`src/rtl/decode_queue.sv`:
```
// Instruction buffer plus registered decoder: a DEPTH-entry FIFO feeds an output register
// holding the decoded control bundle, handed to execute over valid/ready.
module decode_queue #(
  parameter int unsigned DEPTH    = 4,
  parameter int unsigned XLEN     = 32,
  parameter int unsigned ENABLE_M = 0
) (
  input  logic            clk,
  input  logic            rst,
  input  logic            flush,
  input  logic            in_valid,
  output logic            in_ready,
  input  logic [31:0]     in_instr,
  input  logic [XLEN-1:0] in_pc,
  output logic            out_valid,
  input  logic            out_ready,
  output logic [31:0]     out_instr,
  output logic [XLEN-1:0] out_pc,
  output logic            RegWrite,
  output logic            ALUsrc,
  output logic            Branch,
  output logic            Jump,
  output logic            destsrc,
  output logic            MemWrite,
  output logic [4:0]      ALUctrl,
  output logic [2:0]      ImmSrc,
  output logic [2:0]      memCtrl,
  output logic            UI_control,
  output logic            RD1_control,
  output logic            PC_RD1_control,
  output logic            four_imm_control,
  output logic            illegal
);

  localparam int unsigned AW = (DEPTH > 1) ? $clog2(DEPTH) : 1;
  localparam int unsigned CW = $clog2(DEPTH + 1);
  localparam logic [CW-1:0] Full = CW'(DEPTH);

  typedef struct packed {
    logic       reg_write;
    logic       alu_src;
    logic       branch;
    logic       jump;
    logic       dest_src;
    logic       mem_write;
    logic [4:0] alu_ctrl;
    logic [2:0] imm_src;
    logic [2:0] mem_ctrl;
    logic       ui_sel;
    logic       rd1_sel;
    logic       pc_rd1_sel;
    logic       four_imm_sel;
    logic       illegal;
  } ctrl_t;

  logic [31:0]     mem_instr [DEPTH];
  logic [XLEN-1:0] mem_pc    [DEPTH];
  logic [AW-1:0]   wr_ptr_q, rd_ptr_q;
  logic [CW-1:0]   count_q;
  logic            out_valid_q;
  logic [31:0]     out_instr_q;
  logic [XLEN-1:0] out_pc_q;
  ctrl_t           ctrl_q, ctrl_d;

  logic            push, load, have_head, pop, bypass, wr;
  logic [31:0]     src_instr;
  logic [XLEN-1:0] src_pc;

  assign in_ready  = !rst && (count_q < Full);
  assign push      = in_valid && in_ready;
  assign load      = !out_valid_q || out_ready;
  assign have_head = (count_q != '0);
  assign pop       = load && have_head;
  // An empty FIFO lets the incoming instruction skip straight into the output register.
  assign bypass    = load && !have_head && push;
  assign wr        = push && !bypass;
  assign src_instr = have_head ? mem_instr[rd_ptr_q] : in_instr;
  assign src_pc    = have_head ? mem_pc[rd_ptr_q] : in_pc;

  always_comb begin
    logic [2:0] f3;
    logic [6:0] f7;
    f3                  = src_instr[14:12];
    f7                  = src_instr[31:25];
    ctrl_d              = '0;
    ctrl_d.mem_ctrl     = f3;
    ctrl_d.ui_sel       = 1'b1;
    ctrl_d.rd1_sel      = 1'b1;
    ctrl_d.pc_rd1_sel   = 1'b1;
    ctrl_d.four_imm_sel = 1'b1;
    unique case (src_instr[6:0])
      7'b0110011: begin
        if (f7 == 7'b0000001) begin
          if (ENABLE_M != 0) begin
            ctrl_d.reg_write = 1'b1;
            ctrl_d.alu_ctrl  = {2'b10, f3};
          end else begin
            ctrl_d.illegal = 1'b1;
          end
        end else begin
          ctrl_d.reg_write = 1'b1;
          ctrl_d.alu_ctrl  = {1'b0, src_instr[30], f3};
        end
      end
      7'b0010011: begin
        ctrl_d.reg_write = 1'b1;
        ctrl_d.alu_src   = 1'b1;
        ctrl_d.alu_ctrl  = {1'b0, (f3 == 3'b101) && src_instr[30], f3};
      end
      7'b0000011: begin
        ctrl_d.reg_write = 1'b1;
        ctrl_d.alu_src   = 1'b1;
        ctrl_d.dest_src  = 1'b1;
      end
      7'b1100011: begin
        ctrl_d.branch   = 1'b1;
        ctrl_d.imm_src  = 3'd1;
        ctrl_d.alu_ctrl = {2'b00, f3};
      end
      7'b0100011: begin
        ctrl_d.mem_write = 1'b1;
        ctrl_d.alu_src   = 1'b1;
        ctrl_d.imm_src   = 3'd2;
      end
      7'b0110111, 7'b0010111: begin
        ctrl_d.reg_write = 1'b1;
        ctrl_d.alu_src   = 1'b1;
        ctrl_d.imm_src   = 3'd3;
        ctrl_d.rd1_sel   = 1'b0;
        ctrl_d.ui_sel    = (src_instr[6:0] != 7'b0110111);
      end
      7'b1101111: begin
        ctrl_d.reg_write    = 1'b1;
        ctrl_d.alu_src      = 1'b1;
        ctrl_d.imm_src      = 3'd4;
        ctrl_d.jump         = 1'b1;
        ctrl_d.rd1_sel      = 1'b0;
        ctrl_d.four_imm_sel = 1'b0;
      end
      7'b1100111: begin
        ctrl_d.reg_write    = 1'b1;
        ctrl_d.alu_src      = 1'b1;
        ctrl_d.jump         = 1'b1;
        ctrl_d.rd1_sel      = 1'b0;
        ctrl_d.pc_rd1_sel   = 1'b0;
        ctrl_d.four_imm_sel = 1'b0;
      end
      default: ctrl_d.illegal = 1'b1;
    endcase
  end

  always_ff @(posedge clk) begin
    if (wr && !rst && !flush) begin
      mem_instr[wr_ptr_q] <= in_instr;
      mem_pc[wr_ptr_q]    <= in_pc;
    end
  end

  always_ff @(posedge clk) begin
    if (rst || flush) begin
      wr_ptr_q    <= '0;
      rd_ptr_q    <= '0;
      count_q     <= '0;
      out_valid_q <= 1'b0;
      out_instr_q <= '0;
      out_pc_q    <= '0;
      ctrl_q      <= '0;
    end else begin
      if (wr) wr_ptr_q <= wr_ptr_q + AW'(1);
      if (pop) rd_ptr_q <= rd_ptr_q + AW'(1);
      if (wr && !pop) count_q <= count_q + CW'(1);
      else if (!wr && pop) count_q <= count_q - CW'(1);
      if (load) begin
        out_valid_q <= pop || bypass;
        if (pop || bypass) begin
          out_instr_q <= src_instr;
          out_pc_q    <= src_pc;
          ctrl_q      <= ctrl_d;
        end
      end
    end
  end

  assign out_valid        = out_valid_q;
  assign out_instr        = out_instr_q;
  assign out_pc           = out_pc_q;
  assign RegWrite         = ctrl_q.reg_write;
  assign ALUsrc           = ctrl_q.alu_src;
  assign Branch           = ctrl_q.branch;
  assign Jump             = ctrl_q.jump;
  assign destsrc          = ctrl_q.dest_src;
  assign MemWrite         = ctrl_q.mem_write;
  assign ALUctrl          = ctrl_q.alu_ctrl;
  assign ImmSrc           = ctrl_q.imm_src;
  assign memCtrl          = ctrl_q.mem_ctrl;
  assign UI_control       = ctrl_q.ui_sel;
  assign RD1_control      = ctrl_q.rd1_sel;
  assign PC_RD1_control   = ctrl_q.pc_rd1_sel;
  assign four_imm_control = ctrl_q.four_imm_sel;
  assign illegal          = ctrl_q.illegal;

endmodule

```
`config.mk`:
```
export PLATFORM = sky130hd
export DESIGN_NAME = decode_queue
export DESIGN_NICKNAME = d
export VERILOG_FILES = /design/src/rtl/decode_queue.sv
export SDC_FILE = /design/constraint.sdc
export NUM_CORES = 1
export LEC_CHECK = 0
export ABC_AREA = 0
export CORE_MARGIN = 8
export CORE_UTILIZATION = 40
export CTS_CLUSTER_DIAMETER = 200
export CTS_CLUSTER_SIZE = 30
export DETAILED_ROUTE_END_ITERATION = 16
export GPL_TIMING_DRIVEN = 1
export MAX_ROUTING_LAYER = met4
export PLACE_DENSITY_LB_ADDON = 0.25
export SLEW_MARGIN = 20
export SYNTH_ARGS = -nofsm -noshare
export SYNTH_HDL_FRONTEND = slang
export SYNTH_SLANG_ARGS = --single-unit
```
`constraint.sdc`:
```
create_clock -name clk -period 4.7 [get_ports clk]
set_clock_uncertainty 0.05 [all_clocks]
set_input_delay 0.94 -clock clk [delete_from_list [all_inputs] [get_ports clk]]
set_output_delay 0.94 -clock clk [all_outputs]
set_load 0.01 [all_outputs]
```
== After elaboration in Yosys (flattened, before gate mapping) ==
Memory sizes are Yosys's and may differ from the RTL's. A register that Yosys moved wholly into a read port is not among the register bits.
Index checks and enable logic that the tools add are counted.
Widths: inputs -> output; s select.

* Word-level logic and storage cells: 95
* Register bits after elaboration: 94
* Output and inout port bits: 88
* Memory bits (writable): 256
* Memories: 2

{| class="wikitable"
|+ Memories
! memory !! words !! width !! read ports !! clocked after memory_dff !! wr ports !! line !! RTL
|-
| mem_instr || 4 || 32 || 1 || 1 || 1 || 56 || <nowiki>logic [31:0] mem_instr [DEPTH];</nowiki>
|-
| mem_pc || 4 || 32 || 1 || 1 || 1 || 57 || <nowiki>logic [XLEN-1:0] mem_pc [DEPTH];</nowiki>
|}

* Mux-type cells: 26
* Add/sub/neg operators: 4
* Reduce and logical (&&, ||, !) cells: 30
* Equal/unequal tests: 12
* Order comparisons: 1

{| class="wikitable"
|+ Operator list
! cell !! count
|-
| $mux 32 || 2
|-
| $eq 7x6->1 const B || 3
|-
| $eq 7x7->1 const B || 3
|-
| $pmux 5 s3 || 1
|-
| $eq 7x5->1 const B || 2
|-
| $mux 1 || 13
|-
| $pmux 3 s4 || 1
|-
| $logic_and 1x1->1 || 11
|-
| $mux 2 || 4
|-
| $reduce_or 8->1 || 1
|-
| $eq 7x1->1 const B || 1
|-
| $eq 7x2->1 const B || 1
|-
| $logic_not 1->1 || 7
|-
| $ne 7x6->1 const B || 1
|-
| $reduce_or 7->1 || 1
|-
| $mux 3 || 2
|-
| $reduce_or 6->1 || 1
|-
| $add 2x1->2 const B || 2
|-
| $mux 4 || 1
|-
| $pmux 1 s2 || 2
|-
| $reduce_or 2->1 || 2
|-
| $reduce_or 4->1 || 1
|-
| $add 3x1->3 const B || 1
|-
| $eq 3x3->1 const B || 1
|-
| other kinds (6) || 8
|}

== Depth between registers and ports, before layout ==
* Word-level depth: 10
* Mapped depth: 12
* Mapped depth without buffers: 10

== Worst setup path before layout ==
Ideal clock, no wire load.

* Kind: input to register
* Start: in rst
* End: mem mem_instr[0][0] (enable)
* Stages on the path: 5
* Slack: 0.926 ns
* Setup time: 0.429 ns
* Buffers on the path: 0
* Arrival time: 3.295 ns
* Cell sequence: nor2_1 -> nand2_1 -> or2_2 -> nor2_1 -> and2_1

* Cells in the longest elaborated chain, start to end: 10

{| class="wikitable"
|+ Ends and longest elaborated chain
! element !! line !! RTL
|-
| start, declared || 9 || <nowiki>input logic rst,</nowiki>
|-
| $logic_not 1->1 (*) || 69, 153 ||
|-
| $logic_and 1x1->1 || 69 || <nowiki>assign in_ready = !rst && (count_q < Full);</nowiki>
|-
| $logic_and 1x1->1 || 70 || <nowiki>assign push = in_valid && in_ready;</nowiki>
|-
| $logic_and 1x1->1 || 75 || <nowiki>assign bypass = load && !have_head && push;</nowiki>
|-
| $logic_not 1->1 || 76 || <nowiki>assign wr = push && !bypass;</nowiki>
|-
| $logic_and 1x1->1 || 76 ||
|-
| $logic_and 1x1->1 (*) (2 in series) || 153 || <nowiki>if (wr && !rst && !flush) begin</nowiki>
|-
| $mux 1 (*) || 153 ||
|-
| $mux 1 (implied by the code) (*) || 154 || <nowiki>mem_instr[wr_ptr_q] <= in_instr;</nowiki>
|-
| end, declared || 56 ||
|}

Mark *: on every way between the ends. The rest lies on a longest branch, timed or not.

==> reports/metrics.cfg <==
[outcome]
status=finished, final reports clean

[sta]
min_period_over_period_pct=66.4
worst_slew_pin_slew_ns=0.853
hold_viol_final=0
maxSlewViolCount=0
setup_viol=0
fmax_mhz=320
timing.final.crit_period_ns=3.12
maxSlewHeadroom_pct=43.1
rsz0062_at_grt=false
fin_setup_tns_ns=0

[setup_path]
worstPathArrival_ns=3.44
cp-end-kind=flip-flop
critical_path_class=reg -> reg
worstPathRequired_ns=5.02
path_max_fanout=40
start_kind=flip-flop

[logic_synthesis]
yosysUniqueCellTypes=53
synth.most_common_cell=edfxtp_1
ys_warn_count=0
synth_edf_count=256
ys_ff_latch=348
synth_top_area_cell=edfxtp_1
synth_area_leaders=edfxtp_1 (57%), dfxtp_1 (14%), mux4_2 (9.6%)
synth.top_cell.area_share_pct=57.3
synth_nets=926
synthArstFlopShare_pct=0
synth_area_per_cell_sq_um=15.8
yosys-top-cells-count=edfxtp_1 (256), nand2_1 (128), dfxtp_1 (92), nor2_1 (87), mux4_2 (57)
syn-instance-count=851
netlist_area_sq_um=13400
yosys_most_used_dff=edfxtp_1
ys_seq_area_share_pct=71.0

[die]
die-area_sq_um=39700
die_y_um=199
pin_count=157
start_util_pct=40.3
die_w_um=199
num_rows=67
coreArea_sq_um=33300

[power]
powerDensity_nw_per_um2=543
p_leak_nw=4.98
ir_drop_mv=0.552

[drt]
vias_per_cell=5.28
drt_iter0_markers=517
vias=7578
wl_per_cell_um=20.9
ant_nets=0
drt_wl_total_mm=30.0
drc=0
firstDrtPassIters=5

[global_routing]
first_global_vias=7799
track_usage_pct=15.3
antenna_found_initial=0
overflow=0
grt_max_degree=65
grt_pass1_wl_mm=46.1

[clock_tree]
ctsHoldBuffers=0
clk_transition_reported_paths_ns=0.11
post_cts_buffers=0
cts_htree_levels=1
clkSinkCount=348
clock_latency_ns=0.50
ctsResizeCount=0
clock-root-buffer=clkbuf_16
cts_tree=done
cts_inserted_buffers=15
cts.path.max_buffers=3

[layout]
final_core_util_pct=47.8
syn2layout_area_growth_pct=18.5
drive_gt1_share_pct=10.9
fin_nets=1053

[placed_design]
dp_hpwl_mm=19.1
port_buffers=155
gp_congestion=0.736

[min_path]
holdCritPathClass=reg -> reg

[job]
drv_cap=0

[sequential cells by signal, indices dropped and copies added, names as in the netlist, 2 cells and up, named ones only]
name / cells
wr_ptr_q: 2
rd_ptr_q: 2
mem_pc: 128
mem_instr: 128
out_instr: 32
out_pc: 32
ALUctrl: 4
ImmSrc: 3
count_q: 3
[final timing paths]
check | slack (ns) | start | depth (start not counted) | to
worst min register to register | 0.41 | out_instr[25] | 2 | out_instr[25]
worst min-delay path | 0.41 | out_instr[25] | 2 | out_instr[25]
worst max-delay path | 1.58 | flip-flop | 6 | RegWrite
worst max register to register | 1.58 | flip-flop | 6 | RegWrite
[through the flow]
stage,hold WS (ns),cells,total power [W],cell area (sq um),setup slack (ns)
after floorplan,0.419,851,0.00598,13400,0.926
after detailed placement,0.400,1409,0.00724,15500,1.08
after global routing,0.444,1434,0.00914,15900,1.33
after global placement,0.393,1409,0.00721,15500,1.15
after CTS,0.417,1434,0.00876,15900,1.46
final,0.413,1435,0.00863,15900,1.58
[logic make-up after synthesis]
family,after synthesis,share of synthesized area [%]
compound gates,106,6.06
simple gates,244,7.63
flops,348,71.0
xor+xnor,5,0.326
buf+inv,63,2.09
mux,78,12.2
other cells,1,0.0280
fa+ha+maj,6,0.616
[layout make-up]
class	instances	area [sq um]
Fill cell	2910	17400
Sequential cell	348	9540
Multi-Input combinational cell	440	3640
Timing Repair Buffer	167	1700
Tap cell	448	561
Clock buffer	24	409
Inverter	6	22.5
Clock inverter	1	16.3
Antenna cell	1	2.50
[report_power, final]
part	internal (W)	switching, W
clock	0.000617	0.000893
sequential	0.00362	0.000256
combinational	0.00137	0.00188
[routing by layer]
layer | track usage [%] | share of wire, % | up-vias
li1 | - | - | 3507
met1 | 20.5 | 46 | 3892
met3 | 2.00 | 4.8 | 21
met4 | 2.91 | 1.3 | 0
met2 | 25.0 | 48 | 158
met5 | - | 0 | -
[layout by cell type (no fill, tap or decap), types with 9 or more instances in the layout]
master           synthesis  final
clkdlybuf4s50_1          0    155
a211oi_1                11     11
nand2_1                128    128
clkbuf_1                40      9
dfxtp_1                 92     90
edfxtp_1               256    256
o21ai_0                 11     11
a21oi_1                 14     13
mux4_2                  57     57
nor2_1                  87     87
clkbuf_16                0     15
a311oi_1                51     51
[critical path, stage by stage, from the launching register on]
cell	delay, ns
dfxtp_4	0.91
mux4_1	0.78
and4_1	0.24
o2111ai_1	0.37
a21boi_1	0.27
a21boi_1	0.24
a31oi_1	0.10
No activity file was read; power rests on OpenSTA's default activity.
